**config.mk**
```make
export PLATFORM = sky130hd
export DESIGN_NAME = scroll_scheduler
export DESIGN_NICKNAME = d
export VERILOG_FILES = /design/src/rtl/scroll_scheduler.sv
export SDC_FILE = /design/constraint.sdc
export NUM_CORES = 1
export LEC_CHECK = 0
export ABC_AREA = 1
export BUFFER_PORTS_ARGS = -buffer_cell sky130_fd_sc_hd__buf_2
export CAP_MARGIN = 20
export CORE_MARGIN = 2
export CORE_UTILIZATION = 54
export DETAILED_ROUTE_END_ITERATION = 7
export PLACE_DENSITY = 0.79
export SYNTH_ARGS = -nofsm -noshare
export SYNTH_HDL_FRONTEND = slang
export SYNTH_SLANG_ARGS = --single-unit
```
**constraint.sdc**
```tcl
create_clock -name clk -period 1.55 [get_ports clk]
set_clock_uncertainty 0.2 [all_clocks]
set_input_delay 0.31 -clock clk [delete_from_list [all_inputs] [get_ports clk]]
set_output_delay 0.31 -clock clk [all_outputs]
set_load 0.005 [all_outputs]
```
**src/rtl/scroll_scheduler.sv**
```systemverilog
// Scroll sequencer for the layer stack: 1 ms tick divider, LFSR-fed next-layer data,
// and scroll-window timing. Define SCROLL_QUEUE_EN to queue up to 3 requests made while busy.
module scroll_scheduler #(
  parameter int          TICKS_PER_MS  = 65000,
  parameter int          SCROLL_MS     = 150,
  parameter int          SETTLE_CYCLES = 2,
  parameter logic [15:0] LFSR_SEED     = 16'hACE1,
  parameter logic [6:0]  INIT_MAP      = 7'b0001000
) (
  input  logic       clk,
  input  logic       rst_n,
  input  logic       pause,
  input  logic       scroll_req,
  output logic       one_ms_tick,
  output logic       layer_start,
  output logic [0:6] new_layer_map,
  output logic [0:6] new_block_type,
  output logic       busy,
  output logic       scroll_done,
  output logic [1:0] pending_cnt
);

  localparam int             DIV_W       = (TICKS_PER_MS > 1) ? $clog2(TICKS_PER_MS) : 1;
  localparam logic [DIV_W-1:0] DIV_LAST  = DIV_W'(TICKS_PER_MS - 1);
  localparam logic [7:0]     SCROLL_LAST = 8'(SCROLL_MS - 1);
  localparam logic [7:0]     SETTLE_LAST = 8'(SETTLE_CYCLES - 1);
  localparam logic [15:0]    LFSR_MASK   = 16'hB400;
  localparam logic [6:0]     EMPTY_FIX   = 7'b0001000;

  typedef enum logic [2:0] {
    S_IDLE   = 3'd0,
    S_START  = 3'd1,
    S_SCROLL = 3'd2,
    S_SETTLE = 3'd3,
    S_DONE   = 3'd4
  } state_t;

  state_t           fsm_state;
  state_t           state_next;
  logic [DIV_W-1:0] div_cnt;
  logic [15:0]      lfsr;
  logic [7:0]       tick_cnt;
  logic [7:0]       settle_cnt;

  // Divider holds while paused, so a pause stretches the scroll window cycle for cycle.
  always_ff @(posedge clk or negedge rst_n) begin
    if (!rst_n) begin
      div_cnt <= '0;
    end else if (!pause) begin
      div_cnt <= (div_cnt == DIV_LAST) ? '0 : div_cnt + 1'b1;
    end
  end

  assign one_ms_tick = !pause && (div_cnt == DIV_LAST);

  always_ff @(posedge clk or negedge rst_n) begin
    if (!rst_n) begin
      lfsr <= LFSR_SEED;
    end else begin
      lfsr <= lfsr[0] ? ((lfsr >> 1) ^ LFSR_MASK) : (lfsr >> 1);
    end
  end

  always_ff @(posedge clk or negedge rst_n) begin
    if (!rst_n) begin
      fsm_state <= S_IDLE;
    end else begin
      fsm_state <= state_next;
    end
  end

  // scroll_req is a single-cycle strobe with no ready: it is taken in S_IDLE, queued while
  // busy when the queue is built in, and otherwise dropped.
  always_comb begin
    state_next = fsm_state;
    case (fsm_state)
      S_IDLE:   if (scroll_req || (pending_cnt != 2'd0)) state_next = S_START;
      S_START:  state_next = S_SCROLL;
      S_SCROLL: begin
        if (one_ms_tick && (tick_cnt == SCROLL_LAST)) begin
          state_next = (SETTLE_CYCLES == 0) ? S_DONE : S_SETTLE;
        end
      end
      S_SETTLE: if (settle_cnt == SETTLE_LAST) state_next = S_DONE;
      S_DONE:   state_next = (pending_cnt != 2'd0) ? S_START : S_IDLE;
      default:  state_next = S_IDLE;
    endcase
  end

  assign layer_start = (fsm_state == S_START);
  assign scroll_done = (fsm_state == S_DONE);
  assign busy        = (fsm_state != S_IDLE);

  // A tick coinciding with S_START is not counted: the layers only begin moving next cycle.
  always_ff @(posedge clk or negedge rst_n) begin
    if (!rst_n) begin
      tick_cnt <= 8'd0;
    end else if (fsm_state == S_START) begin
      tick_cnt <= 8'd0;
    end else if ((fsm_state == S_SCROLL) && one_ms_tick) begin
      tick_cnt <= tick_cnt + 8'd1;
    end
  end

  always_ff @(posedge clk or negedge rst_n) begin
    if (!rst_n) begin
      settle_cnt <= 8'd0;
    end else if (fsm_state == S_SETTLE) begin
      settle_cnt <= settle_cnt + 8'd1;
    end else begin
      settle_cnt <= 8'd0;
    end
  end

  // Latched only in S_START so the layers see a value that holds for the whole window.
  always_ff @(posedge clk or negedge rst_n) begin
    if (!rst_n) begin
      new_layer_map  <= INIT_MAP;
      new_block_type <= 7'd0;
    end else if (fsm_state == S_START) begin
      new_layer_map  <= (lfsr[6:0] == 7'd0) ? EMPTY_FIX : lfsr[6:0];
      new_block_type <= lfsr[13:7];
    end
  end

`ifdef SCROLL_QUEUE_EN
  logic enq;
  logic deq;

  // While a queued request is waiting in S_IDLE a new one stacks behind it rather than merging.
  assign enq = scroll_req && (busy || (pending_cnt != 2'd0));
  assign deq = (pending_cnt != 2'd0) && ((fsm_state == S_DONE) || (fsm_state == S_IDLE));

  always_ff @(posedge clk or negedge rst_n) begin
    if (!rst_n) begin
      pending_cnt <= 2'd0;
    end else begin
      case ({enq, deq})
        2'b10:   if (pending_cnt != 2'd3) pending_cnt <= pending_cnt + 2'd1;
        2'b01:   pending_cnt <= pending_cnt - 2'd1;
        default: pending_cnt <= pending_cnt;
      endcase
    end
  end
`else
  assign pending_cnt = 2'd0;
`endif

endmodule

```
==> results of run 1 <==
==> layer usage <==
metal	up-vias	GRT usage
li1	1271	-
met1	1236	0.2914
met2	33	0.3815
met3	16	0.05543
met4	0	0.1051
met5	-	0
==> timing repair <==
item,4_1_cts,5_1_grt
gates resized for setup,31,29
endpoints found under the setup margin,25,46
hold endpoints to repair,56,0
setup buffers,9,3
cloned,1,0
pin swaps,18,12
hold buffers,1,0
==> layout make-up <==
class,count,area [um2]
Timing Repair Buffer,59,457.9
Clock buffer,10,137.6
Clock inverter,6,50.05
Inverter,50,202.7
Fill cell,403,1582
Tap cell,72,90.09
Multi-Input combinational cell,244,1380
Sequential cell,65,1640
==> power by group <==
group / switching (mW) / total, mW / internal [mW]
clock: 0.732 / 1.37 / 0.643
sequential: 0.262 / 2.20 / 1.94
combinational: 1.20 / 2.11 / 0.913
==> how the worst max path moves through the flow <==
stage	start	endpoint	slack [ns]
floorplan	fsm_state[1]	layer_start	0.005
global placement	div_cnt[0]	one_ms_tick	-0.04
detailed placement	div_cnt[1]	tick_cnt[1]	-0.09
CTS	div_cnt[2]	one_ms_tick	-0.39
global route	div_cnt[0]	one_ms_tick	-0.48
finish	div_cnt[1]	one_ms_tick	-0.42
==> worst min-delay path, cell delays in order <==
cell and delay, ns:
buf_2 0.07, nor2_1 0.05, a31oi_2 0.12
==> cells in the final DEF (no fill, tap or decap), types with 7 or more instances in the layout <==
| cell type | n |
|---|---|
| nand3_1 | 27 |
| nand2_1 | 82 |
| xor2_1 | 12 |
| nor2_2 | 7 |
| nand2_2 | 10 |
| inv_2 | 10 |
| dfstp_2 | 9 |
| inv_1 | 38 |
| nor3_1 | 7 |
| buf_2 | 19 |
| nor2_1 | 39 |
| buf_4 | 30 |
| nand4_1 | 7 |
| clkbuf_8 | 10 |
| nand3_2 | 8 |
| dfrtp_1 | 54 |
==> logic make-up after synthesis <==
kind of cell,synth area share
and+or+nand+nor,0.2969
DFF,0.5280
buffers and inverters,0.07503
AOI/OAI and AO/OA,0.04478
xor gates and xnor gates,0.03388
adders and majority gates,0.02017
other,0.001209
==> per-stage QoR <==
stage	std cells	worst slack, ns	utilization	TNS (ns)
2_1_floorplan	364	0.004579	-	0
3_3_place_gp	477	-0.04306	0.6287	-0.1974
3_5_place_dp	477	-0.09008	0.6287	-0.7505
4_1_cts	503	-0.3897	0.6933	-2.958
5_1_grt	506	-0.4793	0.7145	-5.514
6_report	506	-0.4239	0.7145	-3.241
==> sequential cells by signal, summed over array words and instances (netlist names) <==
register	flops
div_cnt	16
tick_cnt	8
lfsr	16
settle_cnt	8
new_block_type	7
new_layer_map	7
fsm_state	3
==> impl_metrics.ini, run 1 <==
[clock_network]
cts_made_buffers = 9
root_buffer = clkbuf_8
clk_latency_ns = 0.35
clk_pin_slew_ns = 0.08
clk_path_buf_depth = 2
clock_sinks = 65
cts_max_level = 3
cts_tree = done

[worst_hold_path]
holdPathEnd = fsm_state[1]
min_from = scroll_req
hp-class = input port to flip-flop
holdPathStages = 3

[placement]
dp_hpwl_um = 4185
io_buffers = 21
gp_congestion = 0.9100
place_area_um2 = 3483

[drt]
drcViolationCount = 0
via_per_inst = 5.051
wl_um = 6737
wl_met2_um = 3427
wl_per_cell_um = 13.31
first_iter_violations = 156
wl_met3_um = 225
first_pass_iters = 5
num_vias = 2556
m1WireLength_um = 2965
top_layer = met4
detail-route-antenna-nets = 0

[worst_setup_path]
path_max_fanout = 2
critPathTopFamily = flip-flops
critPathRequiredTime_ns = 1.04
worst-r2r-setup-slack_ns = -0.17
timing.rr.start = div_cnt[1]
critPathArrivalTime_ns = 1.46
cp-start-kind = flip-flop
path_class = flip-flop to output port
cp_slowest_cell = dfrtp_1
crit_buf_inv = 2
reg2reg_to = tick_cnt[7]
crit_path_cell_trace = ha_4 > nand4_1 > nor3_1 > nand3_1 > inv_2 > buf_6
ff2ff_path_depth = 10
cp_num_cells = 6
end_kind = output port
max_stage_delay_ns = 0.41

[timing]
worst_slack_ns = -0.4239
finalSetupViolations = 26
period_minus_slack_ns = 1.974
rsz0062_at_grt = true
max_freq_mhz = 506.6
timing.final.crit_share = 1.273
hold_violations = 0
timing.hold.ws_ns = 0.04183
slew_violations = 0

[floorplan]
die_w_um = 79.79
core_region_area_um2 = 5540
start_util = 0.5598
io_pins = 24
fp-row-count = 27
die_y_um = 79.79
die_area_um2 = 6366

[run_status]
violations = negative setup slack
status = complete, but fails checks

[grt]
grt_pass1_wl_um = 11310
grt_start_max_net_pins = 66
antenna_found_initial = 0
grt_pass1_vias = 2524
track_usage = 0.2322
grt.overflow.total = 0

[yosys]
synth_ff_type = dfrtp_1
yosysWarningCount = 0
syn_area_um2 = 3102
avgSynthCellArea_um2 = 8.545
async_flop_share = 1.000
synth.most_common_cell = nand2_1
ys_seq_area_frac = 0.5280
synth_top_cell_by_area = dfrtp_1
netlist.area_leader.share = 0.4518
synth-edff-count = 0
yosys.cell_types.count = 35
netlist_instances = 363
synthTopCellsByCount = 89 x nand2_1, 56 x dfrtp_1, 46 x nor2_1
ys_seq_elements = 65
synthTopCellsByArea = dfrtp_1 45%, nand2_1 11%, dfstp_2 7.6%

[power_and_ir_drop]
vdd_drop_max_mv = 0.8023
power_density_nw_per_um2 = 1436
leakagePower_nw = 2.002
p_total_mw = 5.685

[finish]
antennaDiodeCount = 0
area_delta_synth_final_pct = 27.63
num-nets-final = 438
fin_area_um2 = 3959
layout-drive-gt1-share = 0.3249

[job]
maxCapViolations = 0
Note: power is estimated with default switching activity, not from simulation.
==> run 2: changes to the inputs <==
--- a/config.mk
+++ b/config.mk
@@ -11,5 +11,5 @@
 export CORE_MARGIN = 2
-export CORE_UTILIZATION = 54
+export CORE_UTILIZATION = 45
 export DETAILED_ROUTE_END_ITERATION = 7
-export PLACE_DENSITY = 0.79
+export PLACE_DENSITY = 0.68
 export SYNTH_ARGS = -nofsm -noshare
--- a/constraint.sdc
+++ b/constraint.sdc
@@ -4,2 +4,2 @@
 set_output_delay 0.31 -clock clk [all_outputs]
-set_load 0.005 [all_outputs]
+set_load 0.01 [all_outputs]
==> run 2 against run 1 <==
The flow still finishes with violations (negative setup slack). Flip-flop and latch count unchanged. Via count decreased by 0.35%. Count of clock-buffer cells in the layout decreased by 1. Critical path depth unchanged. Maximum frequency increased by 1.2%. Die area increased by 19%. Non-clock buffer count increased by 10. Register-to-register slack got worse by 0.02 ns. Critical endpoint unchanged.
==> impl_metrics.ini, run 2 (synthesis gave the netlist of run 1 again) <==
[run_status]
status = complete, but fails checks
violations = negative setup slack

[drt]
wl_um = 6462
detail-route-antenna-nets = 0
num_vias = 2547
first_pass_iters = 4
first_iter_violations = 103
wl_per_cell_um = 12.33
drcViolationCount = 0
via_per_inst = 4.861

[worst_setup_path]
cp_slowest_cell = dfrtp_1
critPathRequiredTime_ns = 1.04
path_max_fanout = 2
critPathArrivalTime_ns = 1.44
end_kind = output port
max_stage_delay_ns = 0.40
cp-start-kind = flip-flop
crit_path_cell_trace = ha_4 > nand4_1 > nor3_2 > nand3_1 > inv_1 > buf_2
path_class = flip-flop to output port

[timing]
max_freq_mhz = 512.8
timing.hold.ws_ns = 0.05871
finalSetupViolations = 25
period_minus_slack_ns = 1.950
slew_violations = 0
hold_violations = 0
rsz0062_at_grt = true
timing.final.crit_share = 1.258
worst_slack_ns = -0.3999

[worst_hold_path]
hp-class = input port to flip-flop

[clock_network]
root_buffer = clkbuf_8
clk_latency_ns = 0.35
clk_path_buf_depth = 2
cts_max_level = 3
clock_sinks = 65
cts_made_buffers = 9
clk_pin_slew_ns = 0.08
cts_tree = done

[finish]
antennaDiodeCount = 0
area_delta_synth_final_pct = 28.88
num-nets-final = 448
layout-drive-gt1-share = 0.3176
reg_top3 = div_cnt: 16 flops, lfsr: 16 flops
final_cell_mix = 84 x nand2_1, 56 x dfrtp_1, 42 x nor2_1, 42 x buf_4, 37 x inv_1
final_common_cell = nand2_1

[placement]
pre_cts_ws_ns = -0.1343
io_buffers = 21
gp_congestion = 0.8303
dp_hpwl_um = 4241

[grt]
grt_pass1_vias = 2548
grt_start_max_net_pins = 66
grt.overflow.total = 0
grt_pass1_wl_um = 11240
antenna_found_initial = 0
track_usage = 0.1893

[floorplan]
die_w_um = 87.02
fp-row-count = 30
die_area_um2 = 7572
start_util = 0.4616
io_pins = 24
core_region_area_um2 = 6719
die_y_um = 87.02

[power_and_ir_drop]
vdd_drop_max_mv = 1.028
leakagePower_nw = 2.053
power_density_nw_per_um2 = 1454

[job]
maxCapViolations = 0
[run 2: what timing repair did]
action,CTS,global route
hold endpoints to repair,56,0
pin swaps,16,14
hold buffers,1,0
gates cloned,1,0
endpoints found under the setup margin,21,32
gates resized for setup,20,22
buffers inserted,11,9
[run 2: cell type report]
| class | instances | area, um2 |
|---|---|---|
| fillers | 559 | 2721 |
| flip-flops and latches | 65 | 1638 |
| multi-input cells | 244 | 1346 |
| repair buffers | 69 | 508.0 |
| inverters | 50 | 195.2 |
| clock buffers | 9 | 123.9 |
| well taps | 80 | 100.1 |
| clock inverters | 7 | 86.33 |
[run 2: critical path: cells and delay by family (launching register included)]
kind / cells / cell delay [ns]
buf+inv: 2 / 0.22
simple gates: 3 / 0.34
fa+ha+maj: 1 / 0.15
flops: 1 / 0.40
[run 2: final timing paths]
check                           start           endpoint  slack, ns  cells after the start
setup reg to reg           div_cnt[0]        tick_cnt[7]      -0.19                     10
max in group asynchronous       rst_n            lfsr[6]       0.52                      3
hold reg to reg               lfsr[7]            lfsr[6]       0.17                      0
min in group asynchronous       rst_n  new_block_type[1]       0.30                      3
hold / removal                  pause         div_cnt[1]       0.06                      3
setup / recovery           div_cnt[0]        one_ms_tick      -0.40                      6
[run 2: through the flow]
| step | cell area [um2] | setup TNS, ns | util | std cells | power (mW) |
|---|---|---|---|---|---|
| 2_1_floorplan | 3110 | 0 | - | 364 | 3.275 |
| 3_3_place_gp | 3503 | -0.4566 | 0.5214 | 488 | 3.831 |
| 3_5_place_dp | 3503 | -1.258 | 0.5214 | 488 | 3.879 |
| 4_1_cts | 3864 | -3.517 | 0.5750 | 516 | 5.670 |
| 5_1_grt | 3998 | -5.744 | 0.5950 | 524 | 6.190 |
| 6_report | 3998 | -3.441 | 0.5950 | 524 | 5.814 |
[run 2: routing by layer]
layer,track usage,vias to the layer above,routed length [um]
met4,0.06818,0,127
li1,-,1294,-
met5,0,-,0
met2,0.3164,41,3153
met1,0.2366,1197,2970
met3,0.04929,15,211
[run 2: power breakdown]
| group | switching [mW] | leakage [nW] | internal, mW |
|---|---|---|---|
| clock | 0.754 | 0.104 | 0.775 |
| sequential | 0.242 | 0.834 | 1.93 |
| combinational | 1.20 | 1.11 | 0.915 |
| total | 2.19 | 2.05 | 3.62 |
==> run 3: changes to the inputs <==
- PLACE_DENSITY: 0.68 -> 0.66
- TNS_END_PERCENT: unset -> 50
- clock period: 1.55 -> 1.97 ns (I/O delays scaled with it)
==> run 3 against run 2 <==
The flow still finishes with violations (negative setup slack). Core utilization is 5.7 points lower. Combinational power fell by 45%. Count of clock-buffer cells in the layout is the same. Worst setup slack gained 0.30 ns. Highest routed layer unchanged. Design area down 9.6%. Sequential power shrank 20%.
==> impl_metrics.ini, run 3 (synthesis gave the netlist of run 1 again) <==
[drt]
first_pass_iters = 4
wl_per_cell_um = 12.39
wl_met2_um = 2734
first_iter_violations = 147
num_vias = 2360
wl_um = 6020
via_per_inst = 4.856
drcViolationCount = 0
top_layer = met4
m1WireLength_um = 3008
wl_met3_um = 160
detail-route-antenna-nets = 0

[timing]
rsz0062_at_grt = true
period_minus_slack_ns = 2.075
finalSetupViolations = 1
slew_violations = 0
timing.hold.ws_ns = 0.1356
max_freq_mhz = 482.0
timing.final.crit_share = 1.053
fin_setup_tns_ns = -0.1049
hold_violations = 0
worst_slack_ns = -0.1049

[job]
maxCapViolations = 0

[grt]
antenna_found_initial = 0
grt.overflow.total = 0
grt_pass1_vias = 2295
grt_start_max_net_pins = 66
track_usage = 0.1773
grt_pass1_wl_um = 10470

[power_and_ir_drop]
power_density_nw_per_um2 = 1133
p_int_mw = 2.532
pwr-share-comb = 0.283
vdd_drop_max_mv = 0.6627
power.switching_mw = 1.561
leakagePower_nw = 1.843
pwr-share-seq = 0.424
p_total_mw = 4.093
sw_frac_of_total = 0.3813
clockPowerShare = 0.293

[clock_network]
cts_max_level = 3
clock_sinks = 65
clk_path_buf_depth = 2
clk_pin_slew_ns = 0.08
cts_tree = done
root_buffer = clkbuf_8
clk_latency_ns = 0.35
cts_made_buffers = 9

[worst_setup_path]
worst-r2r-setup-slack_ns = 0.14
end_kind = output port
critPathArrivalTime_ns = 1.48
path_class = flip-flop to output port
path_max_fanout = 4
cp-start-kind = flip-flop
critPathRequiredTime_ns = 1.38

[finish]
num-nets-final = 410
fin_cells = 486
fin_area_um2 = 3612
area_delta_synth_final_pct = 16.46
final_cell_mix = 88 x nand2_1, 54 x dfrtp_1, 45 x nor2_1
antennaDiodeCount = 0
reg_top3 = div_cnt: 16 flops, lfsr: 16 flops
post-route-util = 0.5376
final_common_cell = nand2_1
layout-drive-gt1-share = 0.2094

[worst_hold_path]
hp-class = input port to flip-flop

[floorplan]
fp-row-count = 30
io_pins = 24
core_region_area_um2 = 6719
die_y_um = 87.02
start_util = 0.4616
die_area_um2 = 7572
die_w_um = 87.02

[run_status]
status = complete, but fails checks
violations = negative setup slack

[placement]
dp_hpwl_um = 4061
place_area_um2 = 3306
io_buffers = 21
gp_congestion = 0.8811
pre_cts_ws_ns = 0.1839
placed_cells = 462
==> run 3: power by group through the flow <==
| stage | clock, mW | combinational (mW) | sequential (mW) |
|---|---|---|---|
| 2_1_floorplan | 0 | 0.857 | 1.71 |
| 3_3_place_gp | 0 | 1.09 | 1.75 |
| 3_5_place_dp | 0 | 1.11 | 1.75 |
| 4_1_cts | 1.23 | 1.14 | 1.73 |
| 5_1_grt | 1.28 | 1.32 | 1.77 |
| 6_report | 1.20 | 1.16 | 1.73 |
==> run 3: worst paths after layout <==
kind | startpoint | end | cells past startpoint
worst max register to register | div_cnt[0] | div_cnt[13] | 9
min in group asynchronous | rst_n | tick_cnt[5] | 3
worst min-delay path | scroll_req | fsm_state[1] | 3
worst max-delay path | div_cnt[0] | one_ms_tick | 6
max in group asynchronous | rst_n | new_layer_map[3] | 3
worst min register to register | lfsr[7] | lfsr[6] | 0
==> run 3: area by class of cell <==
class / count / area [um2]
timing repair buffer: 32 / 209.0
clock inverter: 7 / 83.83
inverter: 50 / 192.7
tap: 80 / 100.1
sequential: 65 / 1640
multi-input combinational: 243 / 1262
fill: 613 / 3107
clock buffer: 9 / 123.9
==> run 3: timing repair <==
| item | in CTS | in global routing |
|---|---|---|
| pin swaps | 1 | 2 |
| hold endpoints to repair | 56 | 0 |
| setup buffers | 3 | 4 |
| hold buffers | 1 | 0 |
| resized for setup | 3 | 7 |
| endpoints found under the setup margin | 2 | 2 |
==> run 3: critical path, cell delays in order (launching register included) <==
cell and delay (ns):
dfrtp_1 0.39, ha_4 0.17, nand4_1 0.13, nor3_2 0.12, nand3_1 0.14, inv_2 0.09
buf_6 0.10
==> run 3: metal layers <==
layer  GRT usage  vias up
met2      0.2706       29
met4     0.08523        0
li1            -     1210
met5           0        -
met1      0.2384     1111
met3     0.04076       10
